**config.mk**
```make
export PLATFORM = sky130hd
export DESIGN_NAME = spwm_sine_ref
export DESIGN_NICKNAME = d
export VERILOG_FILES = /design/src/rtl/spwm_sine_ref_pkg.sv /design/src/rtl/spwm_sine_ref_lut.sv /design/src/rtl/spwm_sine_ref.sv
export SDC_FILE = /design/constraint.sdc
export NUM_CORES = 1
export LEC_CHECK = 0
export ABC_AREA = 1
export CORE_ASPECT_RATIO = 0.8
export CORE_MARGIN = 3
export CORE_UTILIZATION = 53
export DETAILED_ROUTE_END_ITERATION = 6
export GPL_TIMING_DRIVEN = 0
export PLACE_DENSITY = 0.78
export SLEW_MARGIN = 5
export SYNTH_ARGS = -nofsm -noshare
export SYNTH_HDL_FRONTEND = slang
export SYNTH_SLANG_ARGS = --single-unit
```
**constraint.sdc**
```tcl
create_clock -name clk -period 2 [get_ports clk]
set_input_delay 0.3 -clock clk [delete_from_list [all_inputs] [get_ports clk]]
set_output_delay 0.3 -clock clk [all_outputs]
set_load 0.05 [all_outputs]
```
**src/rtl/spwm_sine_ref_pkg.sv**
```systemverilog
`default_nettype none
// ============================================================================
// Module   : spwm_sine_ref_pkg
// Purpose  : Shared definitions for the SPWM sine reference generator:
//            default geometry, MAX/MID helpers, quadrant encodings and the
//            default quarter-wave sine table.
// Revision : 1.0 - initial release
// ============================================================================
package spwm_sine_ref_pkg;

  // Default geometry (counter width, phase width, quarter-table address width)
  localparam int c_n_bits_dflt     = 4;
  localparam int c_phase_bits_dflt = 8;
  localparam int c_lut_addr_dflt   = 3;

  // Quadrant encoding taken from the top two phase bits
  typedef enum logic [1:0] {
    quad0 = 2'd0,  // rising, positive half
    quad1 = 2'd1,  // falling, positive half (mirrored index)
    quad2 = 2'd2,  // falling, negative half
    quad3 = 2'd3   // rising, negative half (mirrored index)
  } quad_t;

  // MAX = 2^n - 1
  function automatic int max_val(input int n);
    return (1 << n) - 1;
  endfunction

  // MID = 2^(n-1)
  function automatic int mid_val(input int n);
    return 1 << (n - 1);
  endfunction

  // round(7 * sin(pi/2 * (k + 0.5) / 8)) for k = 0..7
  function automatic logic [2:0] lut_default(input logic [2:0] k);
    logic [2:0] v;
    v = 3'd7;
    case (k)
      3'd0:    v = 3'd1;
      3'd1:    v = 3'd2;
      3'd2:    v = 3'd3;
      3'd3:    v = 3'd4;
      3'd4:    v = 3'd5;
      3'd5:    v = 3'd6;
      3'd6:    v = 3'd7;
      default: v = 3'd7;
    endcase
    return v;
  endfunction

endpackage
`default_nettype wire

```
**src/rtl/spwm_sine_ref_lut.sv**
```systemverilog
`default_nettype none
// ============================================================================
// Module   : spwm_sine_ref_lut
// Purpose  : Synchronous-read quarter-wave sine ROM.
// Ports    : clk  - system clock
//            rst  - asynchronous active-low reset
//            addr - table index (LUT_ADDR bits)
//            data - registered amplitude (N_bits-1 bits), valid one cycle
//                   after addr
// Revision : 1.0 - initial release
// ============================================================================
module spwm_sine_ref_lut
  import spwm_sine_ref_pkg::*;
#(
  parameter int N_bits   = c_n_bits_dflt,
  parameter int LUT_ADDR = c_lut_addr_dflt
) (
  input  logic                clk,
  input  logic                rst,
  input  logic [LUT_ADDR-1:0] addr,
  output logic [N_bits-2:0]   data
);

  logic [2:0]        w_k;
  logic [N_bits-2:0] r_data;

  // The hard-coded table has 8 entries; other address widths map onto it
  // through the most significant index bits.
  generate
    if (LUT_ADDR >= 3) begin : g_addr_wide
      assign w_k = addr[LUT_ADDR-1 -: 3];
    end else begin : g_addr_narrow
      assign w_k = {addr, {(3-LUT_ADDR){1'b0}}};
    end
  endgenerate

  always_ff @(posedge clk or negedge rst) begin
    if (!rst) begin
      r_data <= '0;
    end else begin
      r_data <= (N_bits-1)'(lut_default(w_k));
    end
  end

  assign data = r_data;

endmodule
`default_nettype wire

```
**src/rtl/spwm_sine_ref.sv**
```systemverilog
`default_nettype none
// ============================================================================
// Module   : spwm_sine_ref
// Purpose  : Sine reference for the SPWM datapath. Advances a phase
//            accumulator once per PWM period, folds the phase onto a
//            quarter-wave table and hands the comparator a duty word that
//            only changes at the counter wrap.
// Ports    : clk        - system clock
//            rst        - asynchronous active-low reset
//            en         - run enable
//            count_in   - PWM counter value
//            freq_word  - phase increment per PWM period
//            freq_load  - strobe capturing freq_word
//            duty       - duty word for the comparator
//            duty_valid - one-cycle pulse on each duty update
//            sync       - one-cycle pulse when the phase accumulator wraps
// Revision : 1.0 - initial release
// ============================================================================
module spwm_sine_ref
  import spwm_sine_ref_pkg::*;
#(
  parameter int N_bits     = c_n_bits_dflt,
  parameter int PHASE_BITS = c_phase_bits_dflt,
  parameter int LUT_ADDR   = c_lut_addr_dflt
) (
  input  logic                  clk,
  input  logic                  rst,
  input  logic                  en,
  input  logic [N_bits-1:0]     count_in,
  input  logic [PHASE_BITS-1:0] freq_word,
  input  logic                  freq_load,
  output logic [N_bits-1:0]     duty,
  output logic                  duty_valid,
  output logic                  sync
);

  localparam logic [N_bits-1:0] c_max = N_bits'(max_val(N_bits));
  localparam logic [N_bits-1:0] c_mid = N_bits'(mid_val(N_bits));

  logic [PHASE_BITS-1:0] r_phase;
  logic [PHASE_BITS-1:0] r_freq;
  logic [N_bits-1:0]     r_pend;
  logic [N_bits-1:0]     r_duty;
  logic                  r_dv;
  logic                  r_sync;
  logic                  r_ld;    // LUT output holds a fresh sample
  logic                  r_neg;   // sign of the sample in flight

  logic                  w_bnd;
  logic [PHASE_BITS-1:0] w_freq_eff;
  logic [PHASE_BITS:0]   w_sum;
  quad_t                 w_q;
  logic [LUT_ADDR-1:0]   w_i;
  logic [LUT_ADDR-1:0]   w_idx;
  logic                  w_mirror;
  logic                  w_neg;
  logic [N_bits-2:0]     w_lut;
  logic [N_bits-1:0]     w_amp;
  logic [N_bits-1:0]     w_sample;

  assign w_bnd = en && (count_in == c_max);

  // A load landing on the boundary cycle is used at that boundary.
  assign w_freq_eff = freq_load ? freq_word : r_freq;
  assign w_sum      = {1'b0, r_phase} + {1'b0, w_freq_eff};

  // Quadrant fold: odd quadrants walk the quarter table backwards.
  assign w_q      = quad_t'(r_phase[PHASE_BITS-1 -: 2]);
  assign w_i      = r_phase[PHASE_BITS-3 -: LUT_ADDR];
  assign w_mirror = (w_q == quad1) || (w_q == quad3);
  assign w_neg    = (w_q == quad2) || (w_q == quad3);
  assign w_idx    = w_mirror ? ~w_i : w_i;

  // The ROM reads every cycle; its output one cycle after a boundary
  // belongs to the phase seen at that boundary.
  spwm_sine_ref_lut #(
    .N_bits   (N_bits),
    .LUT_ADDR (LUT_ADDR)
  ) u_lut (
    .clk  (clk),
    .rst  (rst),
    .addr (w_idx),
    .data (w_lut)
  );

  // Amplitude is at most MID-1, so MID +/- A stays within 1..MAX.
  assign w_amp    = {1'b0, w_lut};
  assign w_sample = r_neg ? (c_mid - w_amp) : (c_mid + w_amp);

  always_ff @(posedge clk or negedge rst) begin
    if (!rst) begin
      r_phase <= '0;
      r_freq  <= '0;
      r_pend  <= c_mid;
      r_duty  <= c_mid;
      r_dv    <= 1'b0;
      r_sync  <= 1'b0;
      r_ld    <= 1'b0;
      r_neg   <= 1'b0;
    end else begin
      r_dv   <= 1'b0;
      r_sync <= 1'b0;
      r_ld   <= 1'b0;

      if (freq_load) begin
        r_freq <= freq_word;
      end

      if (w_bnd) begin
        r_phase <= w_sum[PHASE_BITS-1:0];
        r_sync  <= w_sum[PHASE_BITS];
        r_duty  <= r_pend;
        r_dv    <= 1'b1;
        r_ld    <= 1'b1;
        r_neg   <= w_neg;
      end

      // Completes a sample taken at a boundary even if en has just dropped,
      // so no sample is lost across an enable gap.
      if (r_ld) begin
        r_pend <= w_sample;
      end
    end
  end

  assign duty       = r_duty;
  assign duty_valid = r_dv;
  assign sync       = r_sync;

endmodule
`default_nettype wire
```
==> results.rst <==
.. list-table::
   :header-rows: 1

   * - Metric
     - Value
   * - Count of input and output buffers
     - 20
   * - Cell-by-cell trace of the critical path
     - clkdlybuf4s50_1
   * - First-pass iteration count of the detailed router
     - 4
   * - CTS tree
     - done
   * - Fill cell count
     - 184
   * - Total Wirelength
     - 2935 um
   * - GRT Overall Usage
     - 0.1992
   * - Slowest cell delay on critical path
     - 0.79 ns
   * - Critical Path End Type
     - primary output
   * - Cells taking the most area after synthesis
     - sky130_fd_sc_hd__dfrtp_1, sky130_fd_sc_hd__nand2_1, sky130_fd_sc_hd__ha_1, sky130_fd_sc_hd__inv_1, sky130_fd_sc_hd__mux2_2
   * - Number of violations of the max-capacitance limit
     - 0
   * - Net load switching power
     - just under 1 mW
   * - Clock sink count
     - 30
   * - Total power divided by cell area
     - 1357 nW/um^2
   * - Final net count
     - 231
   * - Maximum number of pins on one net before global-route repair
     - 31
   * - Antenna Diode Count
     - 0
   * - Hpwl dp
     - 2293 um
   * - Routed vias/inst
     - 5.103
   * - Worst-case clock buffer depth
     - 2
   * - Combinational Power Share
     - 0.400
   * - Final clock period utilization by the worst path
     - 0.9468
   * - Number of warnings reported in the yosys synthesis log
     - 0
   * - Fraction of layout cells with a size suffix above 1
     - 0.1262
   * - Setup Crit Path Kind
     - reg2out
   * - Buffers & Inverters on Critical Path
     - 1
   * - Largest vdd supply drop
     - 0.0009040 V
   * - IO Count
     - 22
   * - Net switching fraction of the power
     - 0.3727
   * - Number of global-route vias before repair
     - 1231
   * - Clock Tree Root
     - sky130_fd_sc_hd__clkbuf_8
   * - Placement row count
     - 16
   * - Worst path slowest cell
     - sky130_fd_sc_hd__clkdlybuf4s50_1
   * - Cell family with the largest share of critical-path delay
     - buffers and inverters
   * - Hold Crit Class
     - in2async
   * - Count of cell types in the netlist
     - 24
   * - Total congestion overflow
     - 0
   * - Die outline width
     - 66.49 um
   * - Capturing point of the worst reg2reg path
     - r_phase[6]
   * - Design Power
     - 2.596 mW
   * - Worst slew margin relative to its limit
     - 0.5778
   * - Number of antenna violations at the first check in global routing
     - 0
   * - Required time of the critical path
     - 1.70 ns
   * - Top cell type's share of synthesized area
     - 0.4516
   * - Sequential cell area in the final layout
     - ~750 um^2
   * - Final count of negative-setup-slack endpoints
     - 0
   * - Clock latency reported for the late side of the worst-skew pair
     - about 0.28 ns
   * - Post-synthesis sequential area ratio
     - 0.4855
   * - Final hold viol count
     - 0
   * - Yosys reg bits
     - 30
   * - Avg Cell Area, Syn
     - 8.716 um^2
   * - Setup fix buffers added after clock tree synthesis
     - 0
   * - Outcome
     - complete, no violations
   * - Length in cells of the worst reg-to-reg path
     - 12
   * - Multi-input combinational cell area
     - approximately 690 um^2
   * - RSZ-0062 raised after global routing
     - false
   * - Min Tclk post-route
     - 1.894 ns
   * - Crit-path max FO
     - 2
   * - Worst slew pin tran
     - 0.6332 ns
   * - Largest area contributor in the synthesized netlist
     - sky130_fd_sc_hd__dfrtp_1
   * - Area of the core
     - 2623 um^2
   * - Leakage power
     - 0.9539 nW
   * - TritonCTS buffer count
     - 5
   * - Mapped cell area
     - 1551 um^2
   * - Full die area
     - 3617 um^2
   * - Register-to-register path setup slack
     - 0.27 ns
   * - Data arrival time of the critical path
     - 1.59 ns
   * - Fmax
     - 528.1 MHz
   * - Clock-pin slew on the worst setup and hold paths
     - roughly 0.070 ns
   * - Internal power summed over all cells
     - 1.628 mW
   * - Startpoint Class
     - flip-flop
   * - Iteration-0 DRC Markers
     - between 50 and 60
   * - Post-detailed-route DRC marker count
     - 0
   * - Total number of H-tree levels
     - 2
   * - Initial core utilization
     - 0.5916
   * - Hold bufs inserted after CTS
     - 0
   * - Pins over their slew limit
     - 0
   * - Chip Height
     - 54.40 um
   * - Cell count after synthesis
     - about 180
   * - Setup TNS
     - 0 ns
   * - Portion of total power attributed to the clock network
     - 0.237
   * - Area Overhead vs Synth
     - 23.31%
   * - First-pass GRT wire length
     - between 5000 and 6000 um
   * - Vias post-DR
     - roughly 1200
   * - Routed len/inst
     - 12.13 um
   * - Max Clock Skew
     - 0.008729 ns
   * - Startpoint of the worst-slack reg-to-reg timing path
     - r_freq[0]
   * - ANT nets after route
     - 0
   * - Sequential Power Share
     - 0.363
   * - Post-synthesis net count
     - 204
   * - Weighted congestion at the end of routability-driven global placement
     - 0.8831
## sequential cells by signal (all words and copies together) (netlist names)
| name | count |
|---|---|
| duty | 4 |
| r_freq | 8 |
| r_pend | 4 |
| u_lut.data | 3 |
| sync | 1 |
| r_phase | 8 |
| r_ld | 1 |
| r_neg | 1 |
## synth_stat cells
library cell and number:
sky130_fd_sc_hd__nand3b_1 2, sky130_fd_sc_hd__dfstp_2 2, sky130_fd_sc_hd__a31oi_1 2, sky130_fd_sc_hd__nor2_4 1
sky130_fd_sc_hd__mux2_2 7, sky130_fd_sc_hd__nand3_1 12, sky130_fd_sc_hd__nand2_2 1, sky130_fd_sc_hd__and2_4 1
sky130_fd_sc_hd__buf_4 1, sky130_fd_sc_hd__dfrtp_1 28, sky130_fd_sc_hd__buf_6 1, sky130_fd_sc_hd__a21oi_1 6
sky130_fd_sc_hd__or2_1 2, sky130_fd_sc_hd__o21ai_1 3, sky130_fd_sc_hd__buf_2 1, sky130_fd_sc_hd__fa_1 1
sky130_fd_sc_hd__ha_1 9, sky130_fd_sc_hd__inv_1 21, sky130_fd_sc_hd__inv_2 1, sky130_fd_sc_hd__clkbuf_1 1
sky130_fd_sc_hd__o21ai_0 7, sky130_fd_sc_hd__xor2_1 3, sky130_fd_sc_hd__nor2_1 13, sky130_fd_sc_hd__nand2_1 52
## worst max path at each step
stage                            start         end  cells after the start
after floorplan              freq_load  r_phase[6]                     13
after global placement    freq_word[0]  r_phase[6]                     13
after detailed placement  freq_word[0]  r_phase[6]                     13
after CTS                 freq_word[0]  r_phase[6]                     13
after global routing      freq_word[0]  r_phase[6]                     13
final                          duty[3]     duty[3]                      1
## area by class of cell
type	instances	share of cell area
Sequential cell	30	0.3937
Multi-Input combinational cell	122	0.3623
Timing Repair Buffer	20	0.1020
Clock buffer	7	0.04513
Inverter	22	0.04317
Tap cell	36	0.02354
Clock inverter	1	0.01570
Buffer	4	0.01439
## cells by family after synthesis
family / count (synthesis) / share of synthesized area
buf+inv: 26 / 0.07096
flops: 30 / 0.4855
compound gates: 18 / 0.05967
mux: 7 / 0.05081
simple gates: 84 / 0.2306
xor+xnor: 3 / 0.01694
fa+ha+maj: 10 / 0.08549
## placed cells by master, fill, tap and decap left out, types with 2 or more instances in the layout
cell type / Yosys / routed
sky130_fd_sc_hd__nand2_1: 52 / 52
sky130_fd_sc_hd__dfrtp_1: 28 / 28
sky130_fd_sc_hd__inv_1: 21 / 21
sky130_fd_sc_hd__clkdlybuf4s50_1: 0 / 19
sky130_fd_sc_hd__nor2_1: 13 / 13
sky130_fd_sc_hd__nand3_1: 12 / 12
sky130_fd_sc_hd__ha_1: 9 / 8
sky130_fd_sc_hd__mux2_2: 7 / 7
sky130_fd_sc_hd__o21ai_0: 7 / 6
sky130_fd_sc_hd__a21oi_1: 6 / 6
sky130_fd_sc_hd__clkbuf_8: 0 / 6
sky130_fd_sc_hd__o21ai_1: 3 / 4
sky130_fd_sc_hd__xor2_1: 3 / 3
sky130_fd_sc_hd__buf_2: 1 / 2
sky130_fd_sc_hd__or2_1: 2 / 2
sky130_fd_sc_hd__nand3b_1: 2 / 2
sky130_fd_sc_hd__clkbuf_1: 1 / 2
sky130_fd_sc_hd__a31oi_1: 2 / 2
sky130_fd_sc_hd__dfstp_2: 2 / 2
## through the flow
stage	util	hold slack, ns	instances	instance area, um^2	setup WS (ns)
2_1_floorplan	-	0.004409	178	1551	0.1647
3_3_place_gp	0.6851	0.4437	234	1797	-0.1649
3_5_place_dp	0.6851	0.4520	234	1797	-0.2058
4_1_cts	0.7295	0.4481	242	1913	0.07415
5_1_grt	0.7295	0.07983	242	1913	0.008907
6_report	0.7295	0.03594	242	1913	0.1064
## repair_timing
| item | in CTS | in global routing |
|---|---|---|
| gates resized for setup | 0 | 3 |
| hold endpoints to repair | 0 | 0 |
| setup endpoints to repair | 0 | 2 |
## per-layer routing
layer / GRT usage / up-vias / share of wire / wire [um]
met5: 0 / - / 0 / 0
met4: 0.07095 / 0 / 0.0065 / 19
met3: 0.05133 / 4 / 0.051 / 149
met2: 0.3410 / 29 / 0.48 / 1396
met1: 0.2471 / 579 / 0.47 / 1370
li1: - / 623 / - / -
## power groups by stage
stage / Clock, mW / Sequential (mW) / Combinational (mW)
6_report: 0.616 / 0.941 / 1.04
5_1_grt: 0.663 / 0.968 / 1.19
3_5_place_dp: 0 / 0.949 / 1.03
4_1_cts: 0.624 / 0.938 / 1.04
3_3_place_gp: 0 / 0.937 / 0.971
2_1_floorplan: 0 / 1.01 / 0.688
## worst register-to-register path, stage by stage (launching register included)
cell and delay, ns:
sky130_fd_sc_hd__dfrtp_1 0.32, sky130_fd_sc_hd__mux2_2 0.15, sky130_fd_sc_hd__ha_2 0.18, sky130_fd_sc_hd__inv_1 0.05, sky130_fd_sc_hd__fa_2 0.35, sky130_fd_sc_hd__inv_1 0.06, sky130_fd_sc_hd__nand2_1 0.04, sky130_fd_sc_hd__nand2_1 0.08
sky130_fd_sc_hd__nand3b_1 0.11, sky130_fd_sc_hd__nand2_1 0.08, sky130_fd_sc_hd__nand2_1 0.07, sky130_fd_sc_hd__nand3_1 0.08, sky130_fd_sc_hd__nand2_1 0.05
Power figures use the tool's default switching activity.
